[src/rtl/afifo_rd_drain_if.sv]
// Read-port and output-stream bundle for afifo_rd_drain.
// Define AFIFO_RD_STATS_EN to add the stats_clr/pop_count statistics signals.
interface afifo_rd_drain_if #(
   parameter int unsigned DATA_WIDTH = 8
`ifdef AFIFO_RD_STATS_EN
   ,
   parameter int unsigned CNT_WIDTH  = 16
`endif
);

   // FIFO read port
   logic                  empty;
   logic [DATA_WIDTH-1:0] rdata;
   logic                  rinc;

   // Control and downstream stream
   logic                  flush;
   logic                  out_valid;
   logic [DATA_WIDTH-1:0] out_data;
   logic                  out_ready;
   logic [1:0]            occupancy;

`ifdef AFIFO_RD_STATS_EN
   logic                  stats_clr;
   logic [CNT_WIDTH-1:0]  pop_count;
`endif

   // Driven by the FIFO and the downstream consumer
   modport master (
      output empty,
      output rdata,
      output flush,
      output out_ready,
      input  rinc,
      input  out_valid,
      input  out_data,
      input  occupancy
`ifdef AFIFO_RD_STATS_EN
      ,
      output stats_clr,
      input  pop_count
`endif
   );

   // Seen from the drain block
   modport slave (
      input  empty,
      input  rdata,
      input  flush,
      input  out_ready,
      output rinc,
      output out_valid,
      output out_data,
      output occupancy
`ifdef AFIFO_RD_STATS_EN
      ,
      input  stats_clr,
      output pop_count
`endif
   );

endinterface

[src/rtl/afifo_rd_drain.sv]
// Read-domain consumer for the async FIFO: pops into a 2-entry queue, drains on valid/ready.
// Define AFIFO_RD_STATS_EN to add a saturating pop counter with synchronous clear.
module afifo_rd_drain #(
   parameter int unsigned DATA_WIDTH = 8
`ifdef AFIFO_RD_STATS_EN
   ,
   parameter int unsigned CNT_WIDTH  = 16
`endif
) (
   input  logic              rclk,
   input  logic              r_rst,
   afifo_rd_drain_if.slave   bus_io
);

   logic [DATA_WIDTH-1:0] entry_q [2];
   logic [DATA_WIDTH-1:0] entry_d [2];
   logic                  rd_slot_q, rd_slot_d;
   logic                  wr_slot_q, wr_slot_d;
   logic [1:0]            count_q, count_d;

   logic                  push;
   logic                  accept;
   logic                  buf_full;
   logic                  buf_valid;

   // Pop decision never looks at out_ready, keeping that path register-bounded
   assign buf_full  = (count_q == 2'd2);
   assign buf_valid = (count_q != 2'd0);
   assign push      = !bus_io.empty && !bus_io.flush && !buf_full;
   assign accept    = buf_valid && bus_io.out_ready && !bus_io.flush;

   always_comb begin
      entry_d   = entry_q;
      rd_slot_d = rd_slot_q;
      wr_slot_d = wr_slot_q;
      count_d   = count_q;
      if (bus_io.flush) begin
         rd_slot_d = 1'b0;
         wr_slot_d = 1'b0;
         count_d   = 2'd0;
      end else begin
         if (push) begin
            entry_d[wr_slot_q] = bus_io.rdata;
            wr_slot_d          = ~wr_slot_q;
         end
         if (accept) begin
            rd_slot_d = ~rd_slot_q;
         end
         unique case ({push, accept})
            2'b10:   count_d = count_q + 2'd1;
            2'b01:   count_d = count_q - 2'd1;
            default: count_d = count_q;
         endcase
      end
   end

   always_ff @(posedge rclk or posedge r_rst) begin
      if (r_rst) begin
         entry_q[0] <= '0;
         entry_q[1] <= '0;
         rd_slot_q  <= 1'b0;
         wr_slot_q  <= 1'b0;
         count_q    <= 2'd0;
      end else begin
         entry_q[0] <= entry_d[0];
         entry_q[1] <= entry_d[1];
         rd_slot_q  <= rd_slot_d;
         wr_slot_q  <= wr_slot_d;
         count_q    <= count_d;
      end
   end

   always_comb begin
      bus_io.rinc      = push;
      bus_io.out_valid = buf_valid;
      bus_io.out_data  = entry_q[rd_slot_q];
      bus_io.occupancy = count_q;
   end

`ifdef AFIFO_RD_STATS_EN
   logic [CNT_WIDTH-1:0] pop_cnt_q, pop_cnt_d;

   // Clear beats a same-cycle pop; the count sticks at all-ones
   always_comb begin
      pop_cnt_d = pop_cnt_q;
      if (bus_io.stats_clr) begin
         pop_cnt_d = '0;
      end else if (push && !(&pop_cnt_q)) begin
         pop_cnt_d = pop_cnt_q + 1'b1;
      end
   end

   always_ff @(posedge rclk or posedge r_rst) begin
      if (r_rst) begin
         pop_cnt_q <= '0;
      end else begin
         pop_cnt_q <= pop_cnt_d;
      end
   end

   assign bus_io.pop_count = pop_cnt_q;
`endif

endmodule
[src/flat_wrapper.sv]
// flat-port wrapper written by rule: the top's interface ports become plain ports
module afifo_rd_drain_flat 
#(
   parameter int unsigned DATA_WIDTH = 8

)
  (rclk, r_rst, bus_io_empty, bus_io_rdata, bus_io_flush, bus_io_out_ready, bus_io_rinc, bus_io_out_valid, bus_io_out_data, bus_io_occupancy);
  afifo_rd_drain_if #(.DATA_WIDTH(DATA_WIDTH)) bus_io_i ();
  input  logic rclk;
  input  logic r_rst;
  input wire logic [$bits(bus_io_i.empty)-1:0] bus_io_empty;
  input wire logic [$bits(bus_io_i.rdata)-1:0] bus_io_rdata;
  input wire logic [$bits(bus_io_i.flush)-1:0] bus_io_flush;
  input wire logic [$bits(bus_io_i.out_ready)-1:0] bus_io_out_ready;
  output wire logic [$bits(bus_io_i.rinc)-1:0] bus_io_rinc;
  output wire logic [$bits(bus_io_i.out_valid)-1:0] bus_io_out_valid;
  output wire logic [$bits(bus_io_i.out_data)-1:0] bus_io_out_data;
  output wire logic [$bits(bus_io_i.occupancy)-1:0] bus_io_occupancy;
  assign bus_io_i.empty = bus_io_empty;
  assign bus_io_i.rdata = bus_io_rdata;
  assign bus_io_i.flush = bus_io_flush;
  assign bus_io_i.out_ready = bus_io_out_ready;
  assign bus_io_rinc = bus_io_i.rinc;
  assign bus_io_out_valid = bus_io_i.out_valid;
  assign bus_io_out_data = bus_io_i.out_data;
  assign bus_io_occupancy = bus_io_i.occupancy;
  afifo_rd_drain #(.DATA_WIDTH(DATA_WIDTH)) u_core (.rclk(rclk), .r_rst(r_rst), .bus_io(bus_io_i));
endmodule
[config.mk]
export PLATFORM = sky130hd
export DESIGN_NAME = afifo_rd_drain_flat
export DESIGN_NICKNAME = d
export VERILOG_FILES = /design/src/rtl/afifo_rd_drain_if.sv /design/src/rtl/afifo_rd_drain.sv /design/src/flat_wrapper.sv
export SDC_FILE = /design/constraint.sdc
export NUM_CORES = 1
export LEC_CHECK = 0
export ABC_CLOCK_PERIOD_IN_PS = 4900
export CAP_MARGIN = 40
export CORE_MARGIN = 2
export CORE_UTILIZATION = 51
export CTS_CLUSTER_DIAMETER = 60
export DETAILED_ROUTE_END_ITERATION = 6
export GPL_TIMING_DRIVEN = 0
export PLACE_DENSITY = 0.79
export SKIP_CTS_REPAIR_TIMING = 1
export SYNTH_ARGS = -nofsm -noshare
export SYNTH_HDL_FRONTEND = slang
export SYNTH_SLANG_ARGS = --single-unit
[constraint.sdc]
create_clock -name rclk -period 4.9 [get_ports rclk]
set_input_delay 1.47 -clock rclk [delete_from_list [all_inputs] [get_ports rclk]]
set_output_delay 1.47 -clock rclk [all_outputs]
set_load 0.05 [all_outputs]
Word-level counts from Yosys, hierarchy flattened
Index checks and enable logic that the tools add are counted.
{ "totals": {"wordCells": 43, "ff_bits": 20, "input_bits": 13} }
{ "op_classes": {"bitwise": 5, "order_cmp": 3, "n_mux": 12, "n_eq_ne": 3, "addsub": 2, "reduce_logical": 13} }
{ "ops": {"columns": ["cell", "count"], "rows": [
  ["$mux W8", 4],
  ["$bwmux W16", 1],
  ["$demux W8 S1", 1],
  ["$reduce_bool A2 Y1", 3],
  ["$logic_and A1 B1 Y1", 5],
  ["$eq A2 B2 Y1 const B", 2],
  ["$ge A2 B2 Y1 const B", 2],
  ["$mux W1", 4],
  ["$not A1 Y2", 2],
  ["$pmux W2 S2", 1],
  ["$logic_not A1 Y1", 3],
  ["$not A1 Y1", 3],
  ["$reduce_bool A3 Y1", 1],
  ["$add A2 B1 Y2 const B", 1],
  ["$eq A2 B1 Y1 const B", 1],
  ["$lt A2 B1 Y1 const B", 1],
  ["$mux W2", 1],
  ["$reduce_and A2 Y1", 1],
  ["$sub A2 B1 Y2 const B", 1]
]} }

Depth between registers and ports, before layout
Gate-level depths: netlist (run 1).
{ "logic_depth": {"ltp_word": 6, "depth_mapped": 4, "depth_no_buf": 3} }

Worst setup path after synthesis (run 1)
OpenSTA, ideal clock, no wires.
{ "synth_path": {"path_type": "input to output", "startpoint": "in bus_io_empty", "endpoint": "out bus_io_rinc", "arrival_ps": 2772, "n_path_buf": 1, "slack_ps": 658, "t_required_ps": 3430, "path_stages": 2, "path_cell_list": "clkbuf_1 -> nor3_1"} }
{ "synth_via": {"elab_chain_len": 3} }
{ "synth_rtl": {"columns": ["element", "line", "rtl"], "rows": [
  ["from (decl)", "flat_wrapper.sv:11", "input wire logic [$bits(bus_io_i.empty)-1:0] bus_io_empty;"],
  ["$logic_not A1 Y1", "afifo_rd_drain.sv:29", "assign push = !bus_io.empty && !bus_io.flush && !buf_full;"],
  ["$logic_and A1 B1 Y1 (2 in a row)", "afifo_rd_drain.sv:29", null],
  ["to (decl)", "flat_wrapper.sv:15", "output wire logic [$bits(bus_io_i.rinc)-1:0] bus_io_rinc;"]
]} }
No other way between the ends.

Final worst setup path (run 1)
{ "layout_path": {"startpoint": "in bus_io_flush", "endpoint": "out bus_io_rinc"} }
{ "layout_via": {"elab_chain_len": 3} }
{ "layout_rtl": {"columns": ["element", "line", "rtl"], "rows": [
  ["from (decl)", "flat_wrapper.sv:13", "input wire logic [$bits(bus_io_i.flush)-1:0] bus_io_flush;"],
  ["$logic_not A1 Y1", "afifo_rd_drain.sv:29", null],
  ["$logic_and A1 B1 Y1 (2 in a row)", "afifo_rd_drain.sv:29", null]
]} }
No other way between the ends.

==> results of run 1 <==
-- synthesized netlist by cell type (2+ instances only) --
master,instances
dfrtp_1,20
mux2_2,16
mux2_4,8
o21ai_0,3
a21oi_1,2
clkbuf_1,2
inv_1,2
-- report_power, final --
part | total [W] | internal, W | leakage (nW) | switching, W
Combinational | 0.000199 | 0.0000947 | 0.287 | 0.000104
Sequential | 0.000220 | 0.000200 | 0.243 | 0.0000203
Clock | 0.0000747 | 0.0000286 | 0.0138 | 0.0000462
-- cells in the final DEF (no fill, tap or decap), drive strengths merged, types with 2 or more instances in the layout --
master | Yosys | routed
a21oi | 2 | 2
clkbuf | 2 | 5
clkdlybuf4s50 | 0 | 23
dfrtp | 20 | 20
inv | 2 | 2
mux2 | 24 | 24
o21ai | 3 | 3
-- path summary, 6_finish.rpt --
check	from	depth (start not counted)	endpoint
setup / recovery	bus_io_flush	3	bus_io_rinc
hold / removal	u_core.entry_q[4]	1	u_core.entry_q[4]
setup reg to reg	u_core.bus_io.occupancy[1]	4	u_core.entry_q[0]
hold reg to reg	u_core.entry_q[4]	1	u_core.entry_q[4]
max in group asynchronous	r_rst	2	u_core.entry_q[12]
min in group asynchronous	r_rst	2	u_core.entry_q[3]
-- per-layer routing --
metal | part of all wire | vias to the layer above
met5 | 0 | -
met4 | 0.0072 | 0
met3 | 0.031 | 2
met2 | 0.49 | 14
met1 | 0.47 | 308
li1 | - | 302
-- logic make-up (layout without fill, tap and decap cells) --
kind of cell,after synthesis,after routing,share of synthesized area
flip-flops,20,20,0.5128
AO/OA/AOI/OAI,8,8,0.05000
XOR/XNOR,1,1,0.008976
multiplexers,24,24,0.3077
AND/OR/NAND/NOR,11,11,0.09359
buffers and inverters,5,31,0.02693
-- flip-flops by register name, indices dropped and copies added, names as in the netlist --
name / flops
u_core.entry_q: 16
u_core.bus_io.occupancy: 2
u_core.rd_slot_q: 1
u_core.wr_slot_q: 1
-- layout make-up --
cell class              instances  area, um2
fillers                       125      504.2
multi-input cells              44      449.2
plain buffers                   3      18.77
clock buffers                   3      22.52
repair buffers                 23      230.2
inverters                       2      7.507
well taps                      25      31.28
flip-flops and latches         20      500.5
-- stage by stage --
step,hold WS (ns),instances
after detailed placement,0.4902,117
after CTS,0.5176,120
final,0.5125,120
after global routing,0.5350,120
after global placement,0.4834,117
after floorplan,0.4757,69
-- worst max-delay path: stages --
cell and delay (ns):
clkdlybuf4s50_1 0.56, nor3_1 0.24, clkdlybuf4s50_1 0.82
==> flow_summary_export.csv, run 1 <==
group,metric,value,unit
status,status,"complete, no violations",
yosys,ys_types,23,
timing,tightest_slew,0.7717,ns
floorplan,core-area,1764,um2
critical_path,rrSetupSlack,3.13,ns
flow_run,cap_violations,0,
drt,viasPerCell,5.217,
yosys,synth_top_area_cell,"dfrtp_1",
layout,area_growth,29.10,%
critical_path,critPathKind,"primary input to output port",
timing,final.setup.worst_slack,0.3363,ns
grt,gr-total-overflow,0,
layout,diodes,0,
grt,grt_use_met3,0.04528,
timing,skew,0.004591,ns
yosys,ys_ff_latch,20,
worst_hold_path,hp-class,"flop to flop",
grt,grt_pass1_wl,2842,um
placed_design,place_ws,0.3487,ns
yosys,syn_nets,82,
placed_design,portBuffers,23,
power,total_power,0.0004937,W
timing,clock.fmax,219.1,MHz
drt,routed_wl,1812,um
drt,num_vias,626,
yosys,synth_ff_type,"dfrtp_1",
drt,post_drt_wl_per_cell,15.10,um
timing,fin_crit_sh,0.9314,
grt,grt_max_degree,21,
yosys,postSynthCellCount,69,
floorplan,die_area,2280,um2
floorplan,start_util,0.5532,
placed_design,place_area,1237,um2
cts,cts.reportedPaths.clkPinSlew,0.10,ns
power,ir_worst_vdd,246.4,uV
yosys,synth.area.top_cells,"dfrtp_1, mux2_2, mux2_4",
layout,final_util,0.7142,
grt,grt_pass1_vias,602,
power,p_per_area,391.8,nW/um2
cts,cts.sinks,20,
timing,hold_viol_final,0,
floorplan,die_h,47.75,um
layout,drive_gt1_frac,0.3474,
timing,min_period,4.564,ns
cts,cts_tree,"yes",
cts,htree_num_levels,1,
grt,met1_usage,0.2585,
critical_path,critical_path.max_fanout,7,
placed_design,place.gp.congestion,0.7106,
critical_path,crit_arrival,3.09,ns
yosys,syn_avg_cell_area,14.14,um2
placed_design,dpl.hpwl,1280,um
yosys,ys_warn_count,0,
drt,drt_iter0_markers,4,
yosys,netlist_area,975.9,um2
timing,setup_viol_count_final,0,
power,power.leakage,0.5439,nW
drt,drcViolationCount,0,
grt,use_met2,0.2773,
timing,relSlewSlack,0.4850,
drt,ant_nets,0,
layout,fin_area,1260,um2
grt,antenna_found_initial,0,
cts,cts_root_buf,"clkbuf_4",
cts,clock_path_buffers,2,
yosys,synth_top_area_share,0.5128,
grt,busiest_layer,"met2",
timing,rsz0062_at_grt,"no",
critical_path,worst_setup_path_start_kind,"primary input",
yosys,yosysSeqAreaShare,0.5128,
floorplan,io_pins,25,
drt,dr.pass1.iters,2,
yosys,synth_edf_count,0,
floorplan,num_rows,15,
critical_path,cp.required,3.43,ns
cts,insertion_delay,0.29,ns
timing,tns,0,ns
cts,numCtsBuffers,3,
grt,grtUsageTotal,0.1861,
critical_path,crit_path_end_kind,"output port",
layout,layout.nets,110,
timing,drv_slew,0,
yosys,async_reset_ff_frac,1.000,
floorplan,die_w,47.75,um
Power figures use the tool's default switching activity.
==> run 2, diff against run 1 <==
--- a/config.mk
+++ b/config.mk
@@ -13,6 +13,7 @@
 export DETAILED_ROUTE_END_ITERATION = 6
 export GPL_TIMING_DRIVEN = 0
 export PLACE_DENSITY = 0.79
+export REMOVE_ABC_BUFFERS = 1
 export SKIP_CTS_REPAIR_TIMING = 1
 export SYNTH_ARGS = -nofsm -noshare
 export SYNTH_HDL_FRONTEND = slang
==> run 2 against run 1 <==
Design area up 1.7%; first-iteration DRC count up 100%; clock power up 79%; worst hold slack better by 0.0066 ns.
==> flow_summary_export.csv, run 2 (synthesized netlist as in run 1, its figures left out) <==
group,metric,value,unit
cts,cts.reportedPaths.clkPinSlew,0.11,ns
status,status,"complete, no violations",
power,ir_worst_vdd,289.0,uV
cts,htree_num_levels,1,
drt,dr.pass1.iters,4,
grt,grt_pass1_vias,562,
drt,ant_nets,0,
timing,drv_slew,0,
grt,grt_max_degree,21,
timing,hold_viol_final,0,
critical_path,r2r_start,"u_core.bus_io.occupancy[1]",
worst_hold_path,hp-class,"flop to flop",
floorplan,die_area,2280,um2
cts,cts_root_buf,"clkbuf_4",
critical_path,cp.required,3.43,ns
layout,layout_common_cells,"clkdlybuf4s50_1, dfrtp_1, mux2_2, mux2_4",
grt,gr-total-overflow,0,
worst_hold_path,hold_path_depth,1,
layout,largest_register_ff_count,16,
placed_design,place.gp.congestion,0.7284,
drt,viasPerCell,5.118,
timing,rsz0062_at_grt,"no",
cts,cts.sinks,20,
placed_design,dpl.hpwl,1247,um
cts,numCtsBuffers,3,
layout,final_common_cell,"clkdlybuf4s50_1",
layout,area_growth,31.28,%
timing,relSlewSlack,0.5086,
critical_path,startpoint,"bus_io_empty",
critical_path,worst_setup_path_start_kind,"primary input",
layout,drive_gt1_frac,0.3511,
cts,clock_path_buffers,2,
timing,tightest_slew,0.7364,ns
drt,routed_wl,1756,um
floorplan,die_w,47.75,um
flow_run,cap_violations,0,
timing,final.setup.worst_slack,0.3140,ns
layout,layout.nets,108,
layout,top_register,"u_core.entry_q",
power,power.leakage,0.5536,nW
cts,cts_tree,"yes",
grt,grt_pass1_wl,2628,um
timing,setup_viol_count_final,0,
drt,num_vias,609,
drt,drt_iter0_markers,8,
timing,fin_crit_sh,0.9359,
placed_design,place_ws,0.3176,ns
layout,final_util,0.7262,
floorplan,die_h,47.75,um
placed_design,portBuffers,24,
critical_path,r2r_cells,3,
cts,insertion_delay,0.30,ns
timing,clock.fmax,218.1,MHz
critical_path,crit_arrival,3.12,ns
grt,antenna_found_initial,0,
floorplan,num_rows,15,
worst_hold_path,worstHoldStart,"u_core.entry_q[8]",
drt,drcViolationCount,0,
timing,skew,0.004958,ns
grt,grtUsageTotal,0.1772,
critical_path,critPathKind,"primary input to output port",
power,p_per_area,430.6,nW/um2
critical_path,critical_path.max_fanout,10,
floorplan,core-area,1764,um2
drt,post_drt_wl_per_cell,14.76,um
floorplan,start_util,0.5532,
critical_path,crit_path_end_kind,"output port",
floorplan,io_pins,25,
timing,tns,0,ns
layout,diodes,0,
timing,min_period,4.586,ns
-- run 2: cell count changes in the layout (fill, tap and decap cells not counted) --
cell	delta
buf_6	-1
clkdlybuf4s50_1	+1
bufinv_16	+1
clkbuf_1	-2
-- run 2: metal layers --
layer  wire, um  global-route usage  part of all wire
met1        772              0.2428              0.44
met4         11             0.09730            0.0063
met5          0                   0                 0
met2        892              0.2560              0.51
met3         79             0.04528             0.045
-- run 2: cell type report --
class | instances | area [um2]
multi-input cells | 44 | 449.2
clock buffers | 3 | 22.52
repair buffers | 24 | 240.2
flip-flops and latches | 20 | 500.5
clock inverters | 1 | 30.03
well taps | 25 | 31.28
inverters | 2 | 7.507
fillers | 127 | 483.0
-- run 2: worst max-delay path, cell delays in order --
cell             delay, ns
clkdlybuf4s50_1       0.58
nor3_1                0.24
clkdlybuf4s50_1       0.83
-- run 2: path summary, 6_finish.rpt --
kind / endpoint / slack, ns
max: bus_io_rinc / 0.31
min: u_core.entry_q[8] / 0.52
min reg2reg: u_core.entry_q[8] / 0.52
max in group asynchronous: u_core.bus_io.occupancy[1] / 2.85
max reg2reg: u_core.entry_q[2] / 3.16
min in group asynchronous: u_core.entry_q[13] / 1.59
-- run 2: power by group --
part / switching, W / internal (W) / leakage, nW
Clock: 0.0000513 / 0.0000826 / 0.0279
Sequential: 0.0000215 / 0.000199 / 0.243
Combinational: 0.000102 / 0.0000946 / 0.282
-- run 2: metrics by stage --
stage / hold slack, ns / power [W] / instance area, um2 / instances
2_1_floorplan: 0.4757 / 0.0003628 / 957.2 / 66
3_3_place_gp: 0.4844 / 0.0004154 / 1229 / 115
3_5_place_dp: 0.4949 / 0.0004213 / 1229 / 115
4_1_cts: 0.5231 / 0.0005591 / 1281 / 119
5_1_grt: 0.5308 / 0.0005781 / 1281 / 119
6_report: 0.5190 / 0.0005516 / 1281 / 119
==> run 3, diff against run 2 <==
--- a/config.mk
+++ b/config.mk
@@ -5,7 +5,6 @@
 export SDC_FILE = /design/constraint.sdc
 export NUM_CORES = 1
 export LEC_CHECK = 0
-export ABC_CLOCK_PERIOD_IN_PS = 4900
 export CAP_MARGIN = 40
 export CORE_MARGIN = 2
 export CORE_UTILIZATION = 51
==> results of run 3 <==
Same layout as run 2: the final DEF is identical, and so are final timing and power.
